File: config.mk
export PLATFORM = sky130hd
export DESIGN_NAME = rr_arb4_onehot
export DESIGN_NICKNAME = d
export VERILOG_FILES = /design/src/rtl/rr_arb4_onehot_pkg.sv /design/src/rtl/rr_arb4_onehot_pick4.sv /design/src/rtl/rr_arb4_onehot.sv
export SDC_FILE = /design/constraint.sdc
export NUM_CORES = 1
export LEC_CHECK = 0
export CORE_MARGIN = 4
export CORE_UTILIZATION = 35
export CTS_CLUSTER_SIZE = 14
export DETAILED_ROUTE_END_ITERATION = 7
export SLEW_MARGIN = 15
export SYNTH_ARGS = -nofsm -noshare
export SYNTH_HDL_FRONTEND = slang
export SYNTH_SLANG_ARGS = --single-unit
File: constraint.sdc
create_clock -name clk -period 3.24 [get_ports clk]
set_input_delay 0.486 -clock clk [delete_from_list [all_inputs] [get_ports clk]]
set_output_delay 0.486 -clock clk [all_outputs]
set_load 0.03 [all_outputs]
File: src/rtl/rr_arb4_onehot_pkg.sv
`default_nettype none
// ============================================================================
//  Module      : rr_arb4_onehot_pkg
//  Description : Shared constants and the state type for the 4-way
//                round-robin one-hot arbiter.
//  Revision    : 1.0 - initial release
// ============================================================================
package rr_arb4_onehot_pkg;

    localparam int NUM_REQ = 4;
    localparam int PTR_W   = 2;

    typedef enum logic [0:0] {
        ST_IDLE = 1'b0,
        ST_BUSY = 1'b1
    } state_e;

endpackage : rr_arb4_onehot_pkg
`default_nettype wire

File: src/rtl/rr_arb4_onehot_pick4.sv
`default_nettype none
// ============================================================================
//  Module      : rr_pick4
//  Description : Combinational rotating-priority picker. It searches req
//                starting at ptr and wrapping mod 4. It returns the winner as
//                a one-hot vector plus its index. All-zero req gives
//                onehot = 0 and idx = 0.
//  Revision    : 1.0 - initial release
// ============================================================================
module rr_pick4
    import rr_arb4_onehot_pkg::*;
(
    input  logic [NUM_REQ-1:0] req,
    input  logic [PTR_W-1:0]   ptr,
    output logic [NUM_REQ-1:0] onehot,
    output logic [PTR_W-1:0]   idx
);

    logic             w_found;
    logic [PTR_W-1:0] w_cand;

    // Walk ptr, ptr+1, ... (2-bit arithmetic wraps naturally) and keep the first hit.
    always_comb begin
        onehot  = '0;
        idx     = '0;
        w_found = 1'b0;
        w_cand  = '0;
        for (int k = 0; k < NUM_REQ; k++) begin
            w_cand = ptr + PTR_W'(k);
            if (!w_found && req[w_cand]) begin
                w_found        = 1'b1;
                onehot[w_cand] = 1'b1;
                idx            = w_cand;
            end
        end
    end

endmodule : rr_pick4
`default_nettype wire

File: src/rtl/rr_arb4_onehot.sv
`default_nettype none
// ============================================================================
//  Module      : rr_arb4_onehot
//  Description : Registered 4-way round-robin arbiter. It produces a grant
//                vector that is always one-hot or all-zero, so the encoder
//                downstream never sees an illegal input. A grant is held
//                until done, until the owner drops its request, or until the
//                optional hold timeout fires. Every release is followed by at
//                least one all-zero cycle.
//  Options     : `define ARB_TIMEOUT_EN enables the hold counter and the
//                timeout output. MAX_HOLD = 0 means no limit.
//  Revision    : 1.0 - initial release
// ============================================================================
module rr_arb4_onehot
    import rr_arb4_onehot_pkg::*;
#(
    parameter int MAX_HOLD = 15,
    parameter int CNT_W    = 4
) (
    input  logic               clk,
    input  logic               rst_n,
    input  logic [NUM_REQ-1:0] req,
    input  logic               done,
    output logic [NUM_REQ-1:0] grant,
    output logic               grant_valid
`ifdef ARB_TIMEOUT_EN
    ,
    output logic               timeout
`endif
);

    state_e             state_q;
    logic [PTR_W-1:0]   ptr_q;
    logic [NUM_REQ-1:0] grant_q;
    logic               grant_valid_q;

    logic [NUM_REQ-1:0] w_pick_onehot;
    logic [PTR_W-1:0]   w_pick_idx;
    logic               w_owner_req;
    logic               w_user_release;
    logic               w_hold_expired;

    rr_pick4 u_pick (
        .req    (req),
        .ptr    (ptr_q),
        .onehot (w_pick_onehot),
        .idx    (w_pick_idx)
    );

    // The owner keeps the grant only while its own request bit stays high.
    assign w_owner_req    = |(req & grant_q);
    assign w_user_release = done | ~w_owner_req;

`ifdef ARB_TIMEOUT_EN
    logic [CNT_W-1:0] cnt_q;
    logic             timeout_q;

    // The counter reads MAX_HOLD-1 in the last allowed cycle, so the grant
    // is visible for exactly MAX_HOLD cycles.
    assign w_hold_expired = (MAX_HOLD != 0) && (cnt_q == CNT_W'(MAX_HOLD - 1));
    assign timeout        = timeout_q;
`else
    logic w_unused_cfg;
    assign w_unused_cfg   = (MAX_HOLD != 0) ^ (CNT_W != 0);
    assign w_hold_expired = 1'b0;
`endif

    // Arbitration FSM with pointer, hold counter and registered outputs.
    always_ff @(posedge clk or negedge rst_n) begin
        if (!rst_n) begin
            state_q       <= ST_IDLE;
            ptr_q         <= '0;
            grant_q       <= '0;
            grant_valid_q <= 1'b0;
`ifdef ARB_TIMEOUT_EN
            cnt_q         <= '0;
            timeout_q     <= 1'b0;
`endif
        end else begin
`ifdef ARB_TIMEOUT_EN
            timeout_q <= 1'b0;
`endif
            if (state_q == ST_IDLE) begin
                // done is ignored here; only a non-zero req starts a grant.
                if (|req) begin
                    state_q       <= ST_BUSY;
                    grant_q       <= w_pick_onehot;
                    grant_valid_q <= |w_pick_onehot;
                    ptr_q         <= w_pick_idx + PTR_W'(1);
`ifdef ARB_TIMEOUT_EN
                    cnt_q         <= '0;
`endif
                end
            end else begin
                if (w_user_release || w_hold_expired) begin
                    // Drop to all-zero first. The next owner is picked in IDLE.
                    state_q       <= ST_IDLE;
                    grant_q       <= '0;
                    grant_valid_q <= 1'b0;
`ifdef ARB_TIMEOUT_EN
                    // An ordinary release takes precedence over a timeout.
                    timeout_q     <= ~w_user_release;
`endif
                end else begin
`ifdef ARB_TIMEOUT_EN
                    cnt_q         <= cnt_q + CNT_W'(1);
`endif
                end
            end
        end
    end

    assign grant       = grant_q;
    assign grant_valid = grant_valid_q;

endmodule : rr_arb4_onehot
`default_nettype wire

* Word-level counts from Yosys, hierarchy flattened
Cells that the tools add are included.
** Word-level totals
- Bits in registers :: 8
- Bits of input ports :: 7
- Output and inout bits :: 5
- Word-level logic and storage cells :: 76
** Operators by class
- Add/sub/neg operators :: 4
- Magnitude comparators :: 8
- Eq/ne operators :: 1
- Mux-type cells :: 36
- Bitwise logic cells :: 7
- Reduce and logical (&&, ||, !) cells :: 16
** Operator list (count)
- $mux W4 :: 7
- $mux W1 :: 17
- $lt A2 B3 Y1 const B :: 4
- $or A4 B4 Y4 :: 3
- $reduce_or A4 Y1 :: 3
- $bmux W1 S2 :: 4
- $demux W1 S2 :: 4
- $ge A2 B1 Y1 const B :: 4
- $mux W2 :: 4
- $logic_and A1 B1 Y1 :: 7
- $add A2 B1 Y2 const B :: 2
- $add A2 B2 Y2 const B :: 2
- $and A4 B4 Y4 :: 1
- $reduce_and A2 Y1 :: 2
- $logic_not A1 Y1 :: 3
- $ne A2 B1 Y1 const B :: 1
- $not A1 Y1 :: 2
- $reduce_bool A2 Y1 :: 1
- $or A1 B1 Y1 :: 1

* Longest topological paths before layout
Gate-level depths: netlist (run 1).
- Depth in word-level cells :: 15
- Gate-level depth with buffers :: 10
- Gate-level depth less buffers :: 8

* Cells and area by module
A second synthesis (run 1) with hierarchy kept.
** Second synthesis, totals
- Cells, all modules :: 79
- Area total of the unflattened synthesis :: 833.3 µm²
** Modules (own cells, without submodules)
- rr_pick4 :: times used 1, cells each 48, area an instance 439.2 µm², sequential area each 0.0 µm²
- rr_arb4_onehot :: times used 1, cells each 31, area an instance 394.1 µm², sequential area each 200.2 µm²

* Worst setup path before layout (run 1)
Ideal clock, no wire load.
- Kind :: reg2reg
- Start point :: register ptr_q[1]
- End point :: register grant_valid_q (netlist: grant_valid)
- Library setup time :: 0.133 ns
- Arrival time :: 2.414 ns
- Required time :: 3.107 ns
- Path slack :: 0.693 ns
- Cell stages (with the launch flop) :: 10
- Path buffers :: 1
- Period minus slack after synthesis :: 2.547 ns
- Cells stage by stage :: dfrtp_1 -> clkbuf_1 -> inv_1 -> ha_1 -> mux2i_1 -> mux2_2 -> a2111oi_2 -> a21oi_1 -> a211o_1 -> nand4b_1
** Between the ends
- Word-level cells in the longest chain between the ends :: 15
- Elaborated cells on any way between the ends :: 50
- Classes of those cells :: 3 x add/sub; 8 x order compare; 25 x mux; 3 x bitwise; 11 x reduce/logical
** RTL lines
- from (decl) :: RTL line rr_arb4_onehot.sv:33 : logic [PTR_W-1:0] ptr_q;
- from (signal assigned) :: RTL line rr_arb4_onehot.sv:89 : ptr_q <= w_pick_idx + PTR_W'(1);
- parallel branches: the longest is 11 deep, another holds $lt A2 B3 Y1
- $mux W4 (*) :: RTL line rr_arb4_onehot_pick4.sv:30 : if (!w_found && req[w_cand]) begin
- $reduce_or A4 Y1 (*) :: RTL line rr_arb4_onehot.sv:88 : grant_valid_q <= |w_pick_onehot;
- $mux W1 (*) :: RTL line rr_arb4_onehot.sv:85 : if (|req) begin
- $mux W1 (*) :: RTL line rr_arb4_onehot.sv:83 : if (state_q == ST_IDLE) begin
- to (signal assigned) :: RTL line rr_arb4_onehot.sv:88
- to (decl) :: RTL line rr_arb4_onehot.sv:35 : logic grant_valid_q;
Mark *: on every way between the ends. The select of a mux whose other input is x is not followed.
A chain may end at the register's enable or synchronous reset.

* Worst setup path after layout (run 1)
- Start point :: input port req[1]
- End point :: register ptr_q[1]
** Between the ends
- Word-level cells in the longest chain between the ends :: 13
- Elaborated cells on any way between the ends :: 24
- Classes of those cells :: 1 x add/sub; 15 x mux; 8 x reduce/logical
** RTL lines
- from (decl) :: RTL line rr_arb4_onehot.sv:22 : input logic [NUM_REQ-1:0] req,
- $bmux W1 S2 :: RTL line rr_arb4_onehot_pick4.sv:30
- $mux W1 (not written as such) :: RTL line rr_arb4_onehot_pick4.sv:30
- $mux W1 :: RTL line rr_arb4_onehot_pick4.sv:30
- $logic_not A1 Y1 :: RTL line rr_arb4_onehot_pick4.sv:30
- $logic_and A1 B1 Y1 :: RTL line rr_arb4_onehot_pick4.sv:30
- $mux W1 :: RTL line rr_arb4_onehot_pick4.sv:30
- $logic_not A1 Y1 :: RTL line rr_arb4_onehot_pick4.sv:30
- $logic_and A1 B1 Y1 :: RTL line rr_arb4_onehot_pick4.sv:30
- $mux W1 :: RTL line rr_arb4_onehot_pick4.sv:30
- $logic_not A1 Y1 :: RTL line rr_arb4_onehot_pick4.sv:30
- $logic_and A1 B1 Y1 :: RTL line rr_arb4_onehot_pick4.sv:30
- $mux W2 :: RTL line rr_arb4_onehot_pick4.sv:30
- $add A2 B1 Y2 :: RTL line rr_arb4_onehot.sv:89
Several ways; a longest one is shown, not always the timed one. The select of a mux whose other input is x is not followed.

==> flow_metrics.tcl, run 1 <==
set metrics [dict create \
    areaGrowthSynthToFinish_pct 15.4 \
    ios 12 \
    yosys.area.top_type "dfrtp_1" \
    syn_nets 122 \
    worstSetupStartpointType "input pin" \
    fin_crit_ns 2.54 \
    die_h_um 60.2 \
    cp-end-kind "flip-flop" \
    synthCells 109 \
    cp_max_fo 12 \
    drv_cap 0 \
    total_power_mw 1.06 \
    antenna_left 0 \
    fin_nets 134 \
    critical_path_class "in -> reg" \
    grt_util_all_layers 0.131 \
    dr.pass1.iters 4 \
    start_util 0.375 \
    instances_no_fill 149 \
    clock_latency_ns 0.25 \
    dp_hpwl_mm 1.67 \
    regArea_um2 200 \
    synth-seq-cells 8 \
    drv_slew 0 \
    vias 844 \
    hold_viol 0 \
    cts_made_buffers 3 \
    cts_hold_buf 0 \
    ys_seq_area_frac 0.210 \
    cts_buffer_depth 2 \
    tightest_slew_ns 0.545 \
    crit_required_ns 3.42 \
    grt.overflow.total 0 \
    p_per_area_nw_per_um2 966 \
    avgViaCountPerCell 5.66 \
    fillers 256 \
    max_slew_margin 0.635 \
    ys_top_cells_by_area "dfrtp_1 21%, ha_1 7.9%, mux2i_1 5.2%" \
    final_cell_mix "11 x clkdlybuf4s50_1, 10 x inv_1, 10 x nand2_1" \
    cts_resized 0 \
    synth-edff-count 0 \
    core-area_um2 2540 \
    grt_pass1_wl_mm 3.67 \
    hold_path.class "in -> async" \
    drive_gt1_frac 0.118 \
    fin_tns_setup_ns 0 \
    skew_ns 0.00204 \
    postSynthAreaPerCell_um2 8.75 \
    routedWlPerCell_um 14.4 \
    synthesis.area_um2 953 \
    drt_iter0_markers 29 \
    finalSetupViolCount 0 \
    gp_congestion 0.809 \
    final_util 0.432 \
    fin_ws_ns 0.704 \
    ys.warnings.count 0 \
    multi_input_area_um2 662 \
    vdd_drop_max_uv 516 \
    path_cells "clkdlybuf4s50_1 -> or3b_4 -> a2111oi_4 -> or3_1 -> o32ai_2 -> xor2_1 -> a21oi_1" \
    netlist.area_leader.share 0.210 \
    cp.arrival_ns 2.71 \
    rsz0062_at_grt "no" \
    path_clk_slew_ns 0.06 \
    post-route-period-util 0.783 \
    clockRootBuffer "clkbuf_4" \
    cts_setup_buffers 0 \
    synth-async-reset-ratio 1.00 \
    htreeDepth 1 \
    drc_errors 0 \
    cts_sinks 8 \
    ys.flop_type "dfrtp_1" \
    timing.fmax_mhz 394 \
    diodes 0 \
    grt_max_degree 20 \
    pre_cts_slack_ns 0.439 \
    status "finished, final reports clean" \
    die_w_um 60.2 \
    final_common_cell "clkdlybuf4s50_1" \
    antenna_found_initial 0 \
    slowest_delay_ns 0.68 \
    dieArea_um2 3620 \
    finalWirelength_mm 2.14 \
    row_count 18 \
    io_buffers 11 \
    worst-r2r-setup-slack_ns 0.76 \
    post-place-cells 146 \
    worst_path_max_delay_cell "clkdlybuf4s50_1" \
    grt_pass1_vias 820 \
    leakagePower_nw 0.455 \
    synth_cell_types 38 \
    cts_tree "built" \
]
final cells by class:
class | instances | area share
Multi-Input combinational cell | 83 | 0.602
Sequential cell | 8 | 0.182
Timing Repair Buffer | 15 | 0.127
Inverter | 10 | 0.0341
Tap cell | 30 | 0.0341
Clock buffer | 3 | 0.0205
metal layers:
layer	up-vias	wire length (um)	GRT usage
li1	422	-	-
met1	403	1060	0.183
met2	17	997	0.198
met3	2	70	0.0259
met4	0	14	0.0475
met5	-	0	0
registers in the layout (all words and copies together), names as in the netlist:
register     count
grant            4
ptr_q            2
grant_valid      1
state_q          1
stage by stage:
| stage | hold slack [ns] | cell area, um2 |
|---|---|---|
| after global placement | 0.488 | 1080 |
| after floorplan | 0.190 | 953 |
| after CTS | 0.502 | 1100 |
| after global routing | 0.521 | 1100 |
| final | 0.500 | 1100 |
| after detailed placement | 0.486 | 1080 |
cell usage after synthesis (all sizes together) (3+ instances only):
master,instances
o22ai,3
a22oi,4
nor2,4
mux2i,5
nor2b,8
mux4,3
inv,10
o21ai,6
nand2b,3
o2bb2ai,3
buf,7
o32ai,3
dfrtp,8
nor3,3
a21oi,4
nand2,10
ha,6
final timing paths:
check	endpoint	depth (start not counted)	startpoint
max in group asynchronous	grant[2]	1	rst_n
setup reg to reg	grant_valid	8	ptr_q[0]
hold reg to reg	grant[2]	1	state_q
min in group clk	grant[2]	1	state_q
setup / recovery	ptr_q[1]	7	req[1]
hold / removal	grant[0]	1	rst_n
logic make-up after synthesis:
| logic type | after synthesis | synth area share |
|---|---|---|
| flip-flops | 8 | 0.210 |
| XOR/XNOR | 1 | 0.00919 |
| AND/OR/NAND/NOR | 36 | 0.206 |
| AO/OA/AOI/OAI | 31 | 0.261 |
| buffers and inverters | 18 | 0.0958 |
| multiplexers | 9 | 0.139 |
| adder cells (fa/ha/maj) | 6 | 0.0787 |
power breakdown:
group / leakage [nW] / total (mW) / internal [mW] / switching, mW
clock network: 0.0138 / 0.0770 / 0.0424 / 0.0345
logic: 0.342 / 0.808 / 0.348 / 0.460
registers: 0.0988 / 0.177 / 0.146 / 0.0310
total: 0.455 / 1.06 / 0.537 / 0.526
critical path: cells and delay by family:
family | cells | cell delay, ns
AOI/OAI and AO/OA | 3 | 0.68
and+or+nand+nor | 2 | 0.72
xor gates and xnor gates | 1 | 0.15
buffers and inverters | 1 | 0.68
No activity file was read; power rests on OpenSTA's default activity.
==> run 2, diff against run 1 <==
==> constraint.sdc (replaced) <==
create_clock -name clk -period 2.4 [get_ports clk]
set_input_delay 0.36 -clock clk [delete_from_list [all_inputs] [get_ports clk]]
set_output_delay 0.36 -clock clk [all_outputs]
set_load 0.03 [all_outputs]
==> flow_metrics.tcl, run 2 (synthesis gave the netlist of run 1 again) <==
set metrics [dict create \
    dieArea_um2 3620 \
    vdd_drop_max_uv 673 \
    io_buffers 11 \
    finalWirelength_mm 2.35 \
    pre_cts_slack_ns -0.0442 \
    r2r-start "ptr_q[0]" \
    clock_latency_ns 0.25 \
    cts_tree "built" \
    fin_tns_setup_ns 0 \
    die_w_um 60.2 \
    multi_input_area_um2 676 \
    ios 12 \
    cts_sinks 8 \
    grt_pass1_vias 887 \
    post-place-cells 166 \
    areaGrowthSynthToFinish_pct 32.5 \
    cp.arrival_ns 2.41 \
    whs_ns 0.383 \
    leakagePower_nw 0.547 \
    gp_congestion 0.819 \
    timing.fmax_mhz 438 \
    tightest_slew_ns 0.358 \
    worst_path_max_delay_cell "dfrtp_1" \
    fin_ws_ns 0.116 \
    vias 939 \
    drv_slew 0 \
    grt_max_degree 20 \
    status "finished, final reports clean" \
    skew_ns 0.00478 \
    dr.pass1.iters 5 \
    cp-end-kind "flip-flop" \
    fin_crit_ns 2.28 \
    cts_made_buffers 3 \
    antenna_found_initial 0 \
    placed_cell_area_um2 1230 \
    path_cells "inv_1 -> ha_2 -> mux2i_2 -> mux2_2 -> a2111oi_2 -> a21oi_2 -> a211o_1 -> nand4b_1" \
    largest_reg_flops 4 \
    antenna_left 0 \
    instances_no_fill 169 \
    cts_setup_buffers 0 \
    hold_path.class "in -> async" \
    htreeDepth 1 \
    grt.overflow.total 0 \
    grt_pass1_wl_mm 3.97 \
    die_h_um 60.2 \
    regArea_um2 200 \
    stdcell_area_um2 1260 \
    grt_util_all_layers 0.140 \
    final_common_cell "buf_4" \
    worstSetupStartpointType "flip-flop" \
    cp_max_fo 5 \
    total_power_mw 1.63 \
    final_cell_mix "24 x buf_4, 11 x clkdlybuf4s50_1, 10 x inv_1, 10 x nand2_1" \
    drv_cap 0 \
    core-area_um2 2540 \
    dp_hpwl_mm 1.80 \
    routedWlPerCell_um 13.9 \
    hold_viol 0 \
    worstRegToRegCells 8 \
    max_slew_margin 0.760 \
    path_clk_slew_ns 0.05 \
    slowest_delay_ns 0.37 \
    finalSetupViolCount 0 \
    r2r_end "grant_valid" \
    cts_buffer_depth 2 \
    fillers 250 \
    clockRootBuffer "clkbuf_4" \
    final_util 0.497 \
    worst-r2r-setup-slack_ns 0.12 \
    start_util 0.375 \
    critical_path_class "reg -> reg" \
    post-route-period-util 0.952 \
    fin_nets 154 \
    diodes 0 \
    drive_gt1_frac 0.273 \
    row_count 18 \
    crit_required_ns 2.52 \
    drt_iter0_markers 18 \
    avgViaCountPerCell 5.56 \
    drc_errors 0 \
    p_per_area_nw_per_um2 1290 \
]
==> run 2: changes by cell type in the layout (fill, tap and decap cells not counted), sizes merged <==
cell and change:
buf +20
==> run 2: layout make-up <==
type	instances	area share
Inverter	10	0.0297
Tap cell	30	0.0297
Multi-Input combinational cell	83	0.535
Clock buffer	3	0.0178
Sequential cell	8	0.158
Timing Repair Buffer	35	0.230
==> run 2: power breakdown <==
part / switching (mW) / internal (mW) / total, mW
Clock: 0.0439 / 0.0571 / 0.101
Sequential: 0.0401 / 0.197 / 0.237
Combinational: 0.679 / 0.609 / 1.29
==> run 2: repair_timing <==
| item | 4_1_cts | 5_1_grt |
|---|---|---|
| endpoints found under the setup margin | 0 | 1 |
| resized for setup | 0 | 4 |
| hold endpoints to repair | 0 | 0 |
| hold buffers | 0 | 0 |
==> run 2: critical path, delay by kind of cell, from the launching register on <==
family | cells | cell delay [ns]
adder cells (fa/ha/maj) | 1 | 0.32
multiplexers | 2 | 0.50
AO/OA/AOI/OAI | 3 | 0.73
AND/OR/NAND/NOR | 1 | 0.16
buffers and inverters | 1 | 0.08
flip-flops | 1 | 0.37
==> run 2: routing by layer <==
metal | share of wire | GRT usage | vias up
met2 | 0.49 | 0.241 | 25
li1 | - | - | 463
met5 | 0 | 0 | -
met3 | 0.034 | 0.0281 | 2
met1 | 0.47 | 0.190 | 449
met4 | 0.0043 | 0.00633 | 0
==> run 2: worst max path at each step <==
stage                   to  slack (ns)      from  cells after the start
2_1_floorplan  grant_valid       0.006  ptr_q[0]                      9
3_3_place_gp   grant_valid       -0.04    req[3]                      7
3_5_place_dp   grant_valid       -0.04    req[2]                      8
6_report       grant_valid        0.12  ptr_q[0]                      8
5_1_grt        grant_valid       -0.02  ptr_q[1]                      8
4_1_cts        grant_valid        0.13  ptr_q[0]                      8
==> run 3, diff against run 2 <==
--- a/config.mk
+++ b/config.mk
@@ -9,6 +9,7 @@
 export CORE_UTILIZATION = 35
 export CTS_CLUSTER_SIZE = 14
 export DETAILED_ROUTE_END_ITERATION = 7
+export GPL_ROUTABILITY_DRIVEN = 0
 export SLEW_MARGIN = 15
 export SYNTH_ARGS = -nofsm -noshare
 export SYNTH_HDL_FRONTEND = slang
==> results of run 3 <==
No change in the layout: final DEF, timing and power equal those of run 2.
